### src/rtl/mem_stage_if.sv
// EX->MEM->WB bus bundle for the memory stage.
//   master: the surrounding pipeline (drives stall, EX buses, SRAM read data;
//           receives the WB buses, forwarding taps and the load-alignment flag)
//   slave : mem_stage
interface mem_stage_if #(
  parameter int unsigned STALL_W = 6
);
  localparam int unsigned EX_W   = 79;
  localparam int unsigned HILO_W = 66;
  localparam int unsigned WB_W   = 70;

  logic [STALL_W-1:0] stall;
  logic [EX_W-1:0]    ex_to_mem_bus;
  logic [HILO_W-1:0]  hilo_ex_to_mem_bus;
  logic [31:0]        data_sram_rdata;

  logic [WB_W-1:0]    mem_to_wb_bus;
  logic [HILO_W-1:0]  hilo_mem_to_wb_bus;
  logic               mem_wreg;
  logic [4:0]         mem_waddr;
  logic [31:0]        mem_wdata;
  logic               mem_hi_we;
  logic               mem_lo_we;
  logic [31:0]        mem_hi_wdata;
  logic [31:0]        mem_lo_wdata;
  logic               mem_adel;

  modport master (
    output stall, ex_to_mem_bus, hilo_ex_to_mem_bus, data_sram_rdata,
    input  mem_to_wb_bus, hilo_mem_to_wb_bus, mem_wreg, mem_waddr, mem_wdata,
           mem_hi_we, mem_lo_we, mem_hi_wdata, mem_lo_wdata, mem_adel
  );

  modport slave (
    input  stall, ex_to_mem_bus, hilo_ex_to_mem_bus, data_sram_rdata,
    output mem_to_wb_bus, hilo_mem_to_wb_bus, mem_wreg, mem_waddr, mem_wdata,
           mem_hi_we, mem_lo_we, mem_hi_wdata, mem_lo_wdata, mem_adel
  );
endinterface

### src/rtl/mem_stage.sv
// Memory pipeline stage: EX/MEM register, load data extraction/extension,
// misaligned-load detection and an rdata hold register that keeps the SRAM
// word stable while MEM is stalled.
// Ports:
//   clk - rising-edge clock
//   rst - synchronous active-high reset
//   bus - mem_stage_if.slave (stall, EX buses, SRAM rdata in; WB buses,
//         GPR/HI/LO forwarding taps and mem_adel out, all combinational
//         from the MEM and hold registers)
module mem_stage #(
  parameter int unsigned STALL_W = 6
) (
  input  logic         clk,
  input  logic         rst,
  mem_stage_if.slave   bus
);

  localparam int unsigned EX_W   = 79;
  localparam int unsigned HILO_W = 66;

  localparam logic [0:0] ST_EMPTY = 1'b0;
  localparam logic [0:0] ST_HELD  = 1'b1;

  localparam logic [2:0] OP_LB  = 3'b001;
  localparam logic [2:0] OP_LBU = 3'b010;
  localparam logic [2:0] OP_LH  = 3'b011;
  localparam logic [2:0] OP_LHU = 3'b100;

  logic [STALL_W-1:0] stall_c;
  logic               stall_ex_c;
  logic               stall_mem_c;
  logic               stall_unused_c;

  logic [EX_W-1:0]    ex_q;
  logic [HILO_W-1:0]  hilo_q;

  logic [0:0]         state_q, state_d;
  logic [31:0]        hold_q, hold_d;

  logic [31:0] pc_c;
  logic [2:0]  load_op_c;
  logic        ram_en_c;
  logic [3:0]  ram_wen_c;
  logic        sel_rf_res_c;
  logic        rf_we_c;
  logic [4:0]  rf_waddr_c;
  logic [31:0] ex_result_c;
  logic [1:0]  addr_c;

  logic        is_load_c;
  logic        is_half_c;
  logic        is_word_c;
  logic [31:0] word_c;
  logic [7:0]  byte_c;
  logic [15:0] half_c;
  logic [31:0] load_data_c;
  logic        adel_c;
  logic        rf_we_out_c;
  logic [31:0] rf_wdata_c;

  assign stall_c        = bus.stall;
  assign stall_ex_c     = stall_c[3];
  assign stall_mem_c    = stall_c[4];
  assign stall_unused_c = ^{stall_c[STALL_W-1:5], stall_c[2:0]};

  // EX/MEM register: reset, then bubble, then capture, else hold
  always_ff @(posedge clk) begin
    if (rst) begin
      ex_q   <= '0;
      hilo_q <= '0;
    end else if (stall_ex_c && !stall_mem_c) begin
      ex_q   <= '0;
      hilo_q <= '0;
    end else if (!stall_ex_c) begin
      ex_q   <= bus.ex_to_mem_bus;
      hilo_q <= bus.hilo_ex_to_mem_bus;
    end
  end

  // Registered field view
  assign pc_c         = ex_q[78:47];
  assign load_op_c    = ex_q[46:44];
  assign ram_en_c     = ex_q[43];
  assign ram_wen_c    = ex_q[42:39];
  assign sel_rf_res_c = ex_q[38];
  assign rf_we_c      = ex_q[37];
  assign rf_waddr_c   = ex_q[36:32];
  assign ex_result_c  = ex_q[31:0];
  assign addr_c       = ex_result_c[1:0];

  assign is_load_c = ram_en_c && (ram_wen_c == 4'b0000) && sel_rf_res_c;

  // Hold FSM state register
  always_ff @(posedge clk) begin
    if (rst) begin
      state_q <= ST_EMPTY;
      hold_q  <= '0;
    end else begin
      state_q <= state_d;
      hold_q  <= hold_d;
    end
  end

  // Hold FSM next state: a new MEM capture releases the held word first
  always_comb begin
    state_d = state_q;
    hold_d  = hold_q;
    if (!stall_ex_c) begin
      state_d = ST_EMPTY;
    end else if ((state_q == ST_EMPTY) && is_load_c && stall_mem_c) begin
      state_d = ST_HELD;
      hold_d  = bus.data_sram_rdata;
    end
  end

  // Load extraction and extension
  always_comb begin
    word_c = (state_q == ST_HELD) ? hold_q : bus.data_sram_rdata;

    case (addr_c)
      2'd0:    byte_c = word_c[7:0];
      2'd1:    byte_c = word_c[15:8];
      2'd2:    byte_c = word_c[23:16];
      default: byte_c = word_c[31:24];
    endcase

    half_c = addr_c[1] ? word_c[31:16] : word_c[15:0];

    case (load_op_c)
      OP_LB:   load_data_c = {{24{byte_c[7]}}, byte_c};
      OP_LBU:  load_data_c = {24'h0, byte_c};
      OP_LH:   load_data_c = {{16{half_c[15]}}, half_c};
      OP_LHU:  load_data_c = {16'h0, half_c};
      default: load_data_c = word_c;
    endcase
  end

  // Misaligned load detection; unlisted op codes behave as LW
  assign is_half_c = (load_op_c == OP_LH) || (load_op_c == OP_LHU);
  assign is_word_c = !(is_half_c || (load_op_c == OP_LB) || (load_op_c == OP_LBU));
  assign adel_c    = is_load_c &&
                     ((is_half_c && addr_c[0]) || (is_word_c && (addr_c != 2'b00)));

  assign rf_we_out_c = rf_we_c && !adel_c;
  assign rf_wdata_c  = sel_rf_res_c ? load_data_c : ex_result_c;

  assign bus.mem_to_wb_bus      = {pc_c, rf_we_out_c, rf_waddr_c, rf_wdata_c};
  assign bus.hilo_mem_to_wb_bus = hilo_q;
  assign bus.mem_wreg           = rf_we_out_c;
  assign bus.mem_waddr          = rf_waddr_c;
  assign bus.mem_wdata          = rf_wdata_c;
  assign bus.mem_hi_wdata       = hilo_q[65:34];
  assign bus.mem_lo_wdata       = hilo_q[33:2];
  assign bus.mem_hi_we          = hilo_q[1];
  assign bus.mem_lo_we          = hilo_q[0];
  assign bus.mem_adel           = adel_c;

endmodule

### src/flat_wrapper.sv
// flat-port wrapper written by rule: the top's interface ports become plain ports
module mem_stage_flat 
#(
  parameter int unsigned STALL_W = 6
)
  (clk, rst, bus_stall, bus_ex_to_mem_bus, bus_hilo_ex_to_mem_bus, bus_data_sram_rdata, bus_mem_to_wb_bus, bus_hilo_mem_to_wb_bus, bus_mem_wreg, bus_mem_waddr, bus_mem_wdata, bus_mem_hi_we, bus_mem_lo_we, bus_mem_hi_wdata, bus_mem_lo_wdata, bus_mem_adel);
  mem_stage_if #(.STALL_W(STALL_W)) bus_i ();
  input  logic clk;
  input  logic rst;
  input wire logic [$bits(bus_i.stall)-1:0] bus_stall;
  input wire logic [$bits(bus_i.ex_to_mem_bus)-1:0] bus_ex_to_mem_bus;
  input wire logic [$bits(bus_i.hilo_ex_to_mem_bus)-1:0] bus_hilo_ex_to_mem_bus;
  input wire logic [$bits(bus_i.data_sram_rdata)-1:0] bus_data_sram_rdata;
  output wire logic [$bits(bus_i.mem_to_wb_bus)-1:0] bus_mem_to_wb_bus;
  output wire logic [$bits(bus_i.hilo_mem_to_wb_bus)-1:0] bus_hilo_mem_to_wb_bus;
  output wire logic [$bits(bus_i.mem_wreg)-1:0] bus_mem_wreg;
  output wire logic [$bits(bus_i.mem_waddr)-1:0] bus_mem_waddr;
  output wire logic [$bits(bus_i.mem_wdata)-1:0] bus_mem_wdata;
  output wire logic [$bits(bus_i.mem_hi_we)-1:0] bus_mem_hi_we;
  output wire logic [$bits(bus_i.mem_lo_we)-1:0] bus_mem_lo_we;
  output wire logic [$bits(bus_i.mem_hi_wdata)-1:0] bus_mem_hi_wdata;
  output wire logic [$bits(bus_i.mem_lo_wdata)-1:0] bus_mem_lo_wdata;
  output wire logic [$bits(bus_i.mem_adel)-1:0] bus_mem_adel;
  assign bus_i.stall = bus_stall;
  assign bus_i.ex_to_mem_bus = bus_ex_to_mem_bus;
  assign bus_i.hilo_ex_to_mem_bus = bus_hilo_ex_to_mem_bus;
  assign bus_i.data_sram_rdata = bus_data_sram_rdata;
  assign bus_mem_to_wb_bus = bus_i.mem_to_wb_bus;
  assign bus_hilo_mem_to_wb_bus = bus_i.hilo_mem_to_wb_bus;
  assign bus_mem_wreg = bus_i.mem_wreg;
  assign bus_mem_waddr = bus_i.mem_waddr;
  assign bus_mem_wdata = bus_i.mem_wdata;
  assign bus_mem_hi_we = bus_i.mem_hi_we;
  assign bus_mem_lo_we = bus_i.mem_lo_we;
  assign bus_mem_hi_wdata = bus_i.mem_hi_wdata;
  assign bus_mem_lo_wdata = bus_i.mem_lo_wdata;
  assign bus_mem_adel = bus_i.mem_adel;
  mem_stage #(.STALL_W(STALL_W)) u_core (.clk(clk), .rst(rst), .bus(bus_i));
endmodule
### config.mk
export PLATFORM = sky130hd
export DESIGN_NAME = mem_stage_flat
export DESIGN_NICKNAME = d
export VERILOG_FILES = /design/src/rtl/mem_stage_if.sv /design/src/rtl/mem_stage.sv /design/src/flat_wrapper.sv
export SDC_FILE = /design/constraint.sdc
export NUM_CORES = 1
export LEC_CHECK = 0
export CORE_AREA = 2 2 167 169
export CTS_BUF_LIST = sky130_fd_sc_hd__clkbuf_16
export DETAILED_ROUTE_END_ITERATION = 10
export DIE_AREA = 0 0 169 171
export GPL_TIMING_DRIVEN = 1
export PLACE_DENSITY_LB_ADDON = 0.12
export SLEW_MARGIN = 30
export SYNTH_ARGS = -nofsm -noshare
export SYNTH_HDL_FRONTEND = slang
export SYNTH_SLANG_ARGS = --single-unit
### constraint.sdc
create_clock -name clk -period 2.6 [get_ports clk]
set_clock_uncertainty 0.1 [all_clocks]
set_input_delay 0.52 -clock clk [delete_from_list [all_inputs] [get_ports clk]]
set_output_delay 0.52 -clock clk [all_outputs]
set_load 0.005 [all_outputs]
==> results of run 1 <==
worst paths after layout:
path                   start               endpoint  slack, ns
min           u_core.ex_q[8]         u_core.ex_q[8]       0.39
max reg2reg  u_core.ex_q[38]      u_core.hold_q[29]       0.85
min reg2reg   u_core.ex_q[8]         u_core.ex_q[8]       0.39
max           u_core.ex_q[1]  bus_mem_to_wb_bus[22]      -0.28
power breakdown:
part	internal [mW]	switching (mW)
registers	2.84	0.0897
clock network	1.30	1.32
logic	0.895	0.602
sequential cells by signal, summed over array words and instances, names as in the netlist:
register	flops
u_core.bus.hilo_mem_to_wb_bus	66
u_core.ex_q	79
u_core.state_q	1
u_core.hold_q	32
cell type report:
type                       instances  area share (%)
clock inverter                    15            1.19
tap                              346            3.00
timing repair buffer             553            36.2
sequential                       178            24.8
inverter                           5           0.130
antenna                            3          0.0520
multi-input combinational        551            31.7
clock buffer                      17            2.95
timing repair:
action,in CTS,in global routing
setup endpoints to repair,67,66
pin swaps,37,29
resized for setup,374,55
cloned,1,0
buffers inserted,43,18
hold buffers,0,0
layer usage:
layer	track usage, %	part of all wire (%)	wire length [microns]
met5	0	0.050	16
met4	6.87	2.1	687
met3	5.92	6.0	1950
met2	38.6	51	16500
met1	25.4	41	13100
cell usage after synthesis, types with 2 or more instances:
library cell | instances | area, sq um
nor2b_1 | 6 | 37.5
o211ai_1 | 3 | 22.5
o32a_1 | 5 | 50.1
inv_1 | 4 | 15.0
nand4_1 | 4 | 25.0
or2_2 | 4 | 25.0
a21o_1 | 4 | 30.0
a31oi_1 | 18 | 113
o21ai_0 | 4 | 20.0
mux2i_1 | 202 | 2020
a21oi_2 | 4 | 35.0
nand2_1 | 15 | 56.3
nor3_1 | 3 | 15.0
o21a_1 | 5 | 37.5
o2111ai_1 | 5 | 43.8
o211a_1 | 4 | 40.0
mux2_2 | 12 | 135
dfxtp_1 | 178 | 3560
nor2_1 | 203 | 762
buf_6 | 5 | 56.3
nand3_1 | 3 | 15.0
clkbuf_1 | 21 | 78.8
a32oi_1 | 2 | 17.5
buf_2 | 28 | 140
buf_4 | 148 | 1110
a41oi_1 | 2 | 17.5
a21oi_1 | 9 | 45.0
mux4_2 | 6 | 135
logic make-up after synthesis:
| logic type | count (synthesis) |
|---|---|
| compound gates | 77 |
| xor+xnor | 1 |
| buf+inv | 207 |
| flops | 178 |
| mux | 221 |
| simple gates | 251 |
worst max-delay path: cells and delay by family, from the launching register on:
kind	cells	cell delay (ns)
compound gates	2	0.53
buf+inv	4	0.62
flops	1	0.38
simple gates	2	0.28
stage by stage:
stage | util [%] | instances
global placement | 47.2 | 1577
floorplan | - | 935
CTS | 52.0 | 1651
global route | 52.8 | 1667
detailed placement | 47.2 | 1577
finish | 52.8 | 1668
==> metrics.txt, run 1 <==
PD cells=roughly 490 nW/um^2; Starting DRT DRC Count=about 320; RSZ-0062 raised after global routing=yes; largest net degree at the start of global routing=81; area of the multi-input gates=roughly 4600 sq um; Final Setup Violations=between 60 and 70; Synth Area in Compound Gates=about 6.6%; via density per instance=around 4.7; CP Max Fanout=6; critical path's most frequent cell=buf_6; Yosys cell types=56; Detail Route Antenna Nets=0; Startpoint Class=register; EDFF count, synth=0; fillers=around 2600; Die Area=28900 sq um; failing checks=setup timing; fraction of layout cells with a size suffix above 1=about a quarter; Adder-Cell Fraction of Synth Area=0%; max_slew headroom=~51%; Crit path arrival time=around 2.3 ns; Critical Path, Cell by Cell=nor2b_4, a2111oi_4, buf_4, nand3_4, buf_6, buf_6, a21oi_4, buf_2; CTS tree=done; max capacitance violation total=0; commonest non-fill, non-tap cell in the layout=clkdlybuf4s50_1; WL/cell=19.4 microns; leak pwr=a little over 6 nW; setup TNS=-11.21 ns; Cell Area, Synth=around 9000 sq um; Final Instance Area=between 10000 and 15000 sq um; final worst slack=-0.278 ns; CP required=between 1.5 and 2 ns; Fin. Hold Viols=0; CP Capture Type=output port; outcome=complete, but fails checks; GR Overflow Total=0; most frequent cells in the layout=clkdlybuf4s50_1, nor2_1, mux2i_1, dfxtp_1, buf_4; Post-Synthesis Net Count=1120; clk buf depth=2; drc violations=0; R2R depth=6; core area=between 20000 and 30000 sq um; fraction of registers with async set or reset after synthesis=0%; sequential element share of the synthesized area=roughly 40%; largest family of logic cells by synthesized area=multiplexers; Root Driver=clkbuf_16; synthesis warning total=0; Synth Register Bits=roughly 180; hold_ws=a little under 0.4 ns; RePlAce Congestion=between 0.8 and 0.9; measured slew at the worst slew-check pin=0.741 ns; first-pass GRT wire length=roughly 47000 microns; f_max=348 MHz; DP HPWL=about 23000 microns; GRT Total Usage=21.7%; XOR/XNOR Fraction of Synth Area=less than 1%; Final Slew Violations=0; HP Class=register to register; Placement Rows=between 60 and 70; period utilisation layout=111%; number of global-route vias before repair=between 7000 and 8000; Final #Nets=between 1000 and 1500; Port Buffer Count=421; worst ir drop on vdd=between 0.0003 and 0.0004 V; CP Class=register to output port; multiplexer area fraction after synthesis=between 20% and 30%; register cell area after layout=around 3600 sq um; H-tree depth=4; Placed Area=between 10000 and 15000 sq um; Mapped Cells=a little over 900; Die Y-Extent=~170 microns; max incr delay on CP=0.38 ns; Cells on Worst Hold Path=2; Clock Latency Late Sink=0.43 ns; Avg Cell Area, Syn=9.58 sq um; effective utilization at floorplan=between 30% and 40%; antenna violations before repair=4; Worst-path clk slew=roughly 0.080 ns; Primary FF master, synth=dfxtp_1; vias after detailed routing=7837; Tmin final=around 2.9 ns; die width=169 microns; simple-gate share of the synthesized area=11.8%; IO Count=between 400 and 500; DRT Pass-1 Iters=4; Slowest cell on crit path=dfxtp_4; CTS buffer count=17; final wirelength=approximately 32000 microns; pre-CTS setup slack=-0.803 ns; Total Power=7.04 mW; post-synthesis to final-layout area growth=61.3%; clk sinks=about 180
(Power assumes the default switching activity.)
==> run 2: changes to the inputs <==
--- a/config.mk
+++ b/config.mk
@@ -5,6 +5,7 @@
 export SDC_FILE = /design/constraint.sdc
 export NUM_CORES = 1
 export LEC_CHECK = 0
+export ABC_AREA = 0
 export CORE_AREA = 2 2 167 169
 export CTS_BUF_LIST = sky130_fd_sc_hd__clkbuf_16
 export DETAILED_ROUTE_END_ITERATION = 10
==> results of run 2 <==
The final DEF is identical to that of run 1; final timing and power are the same.
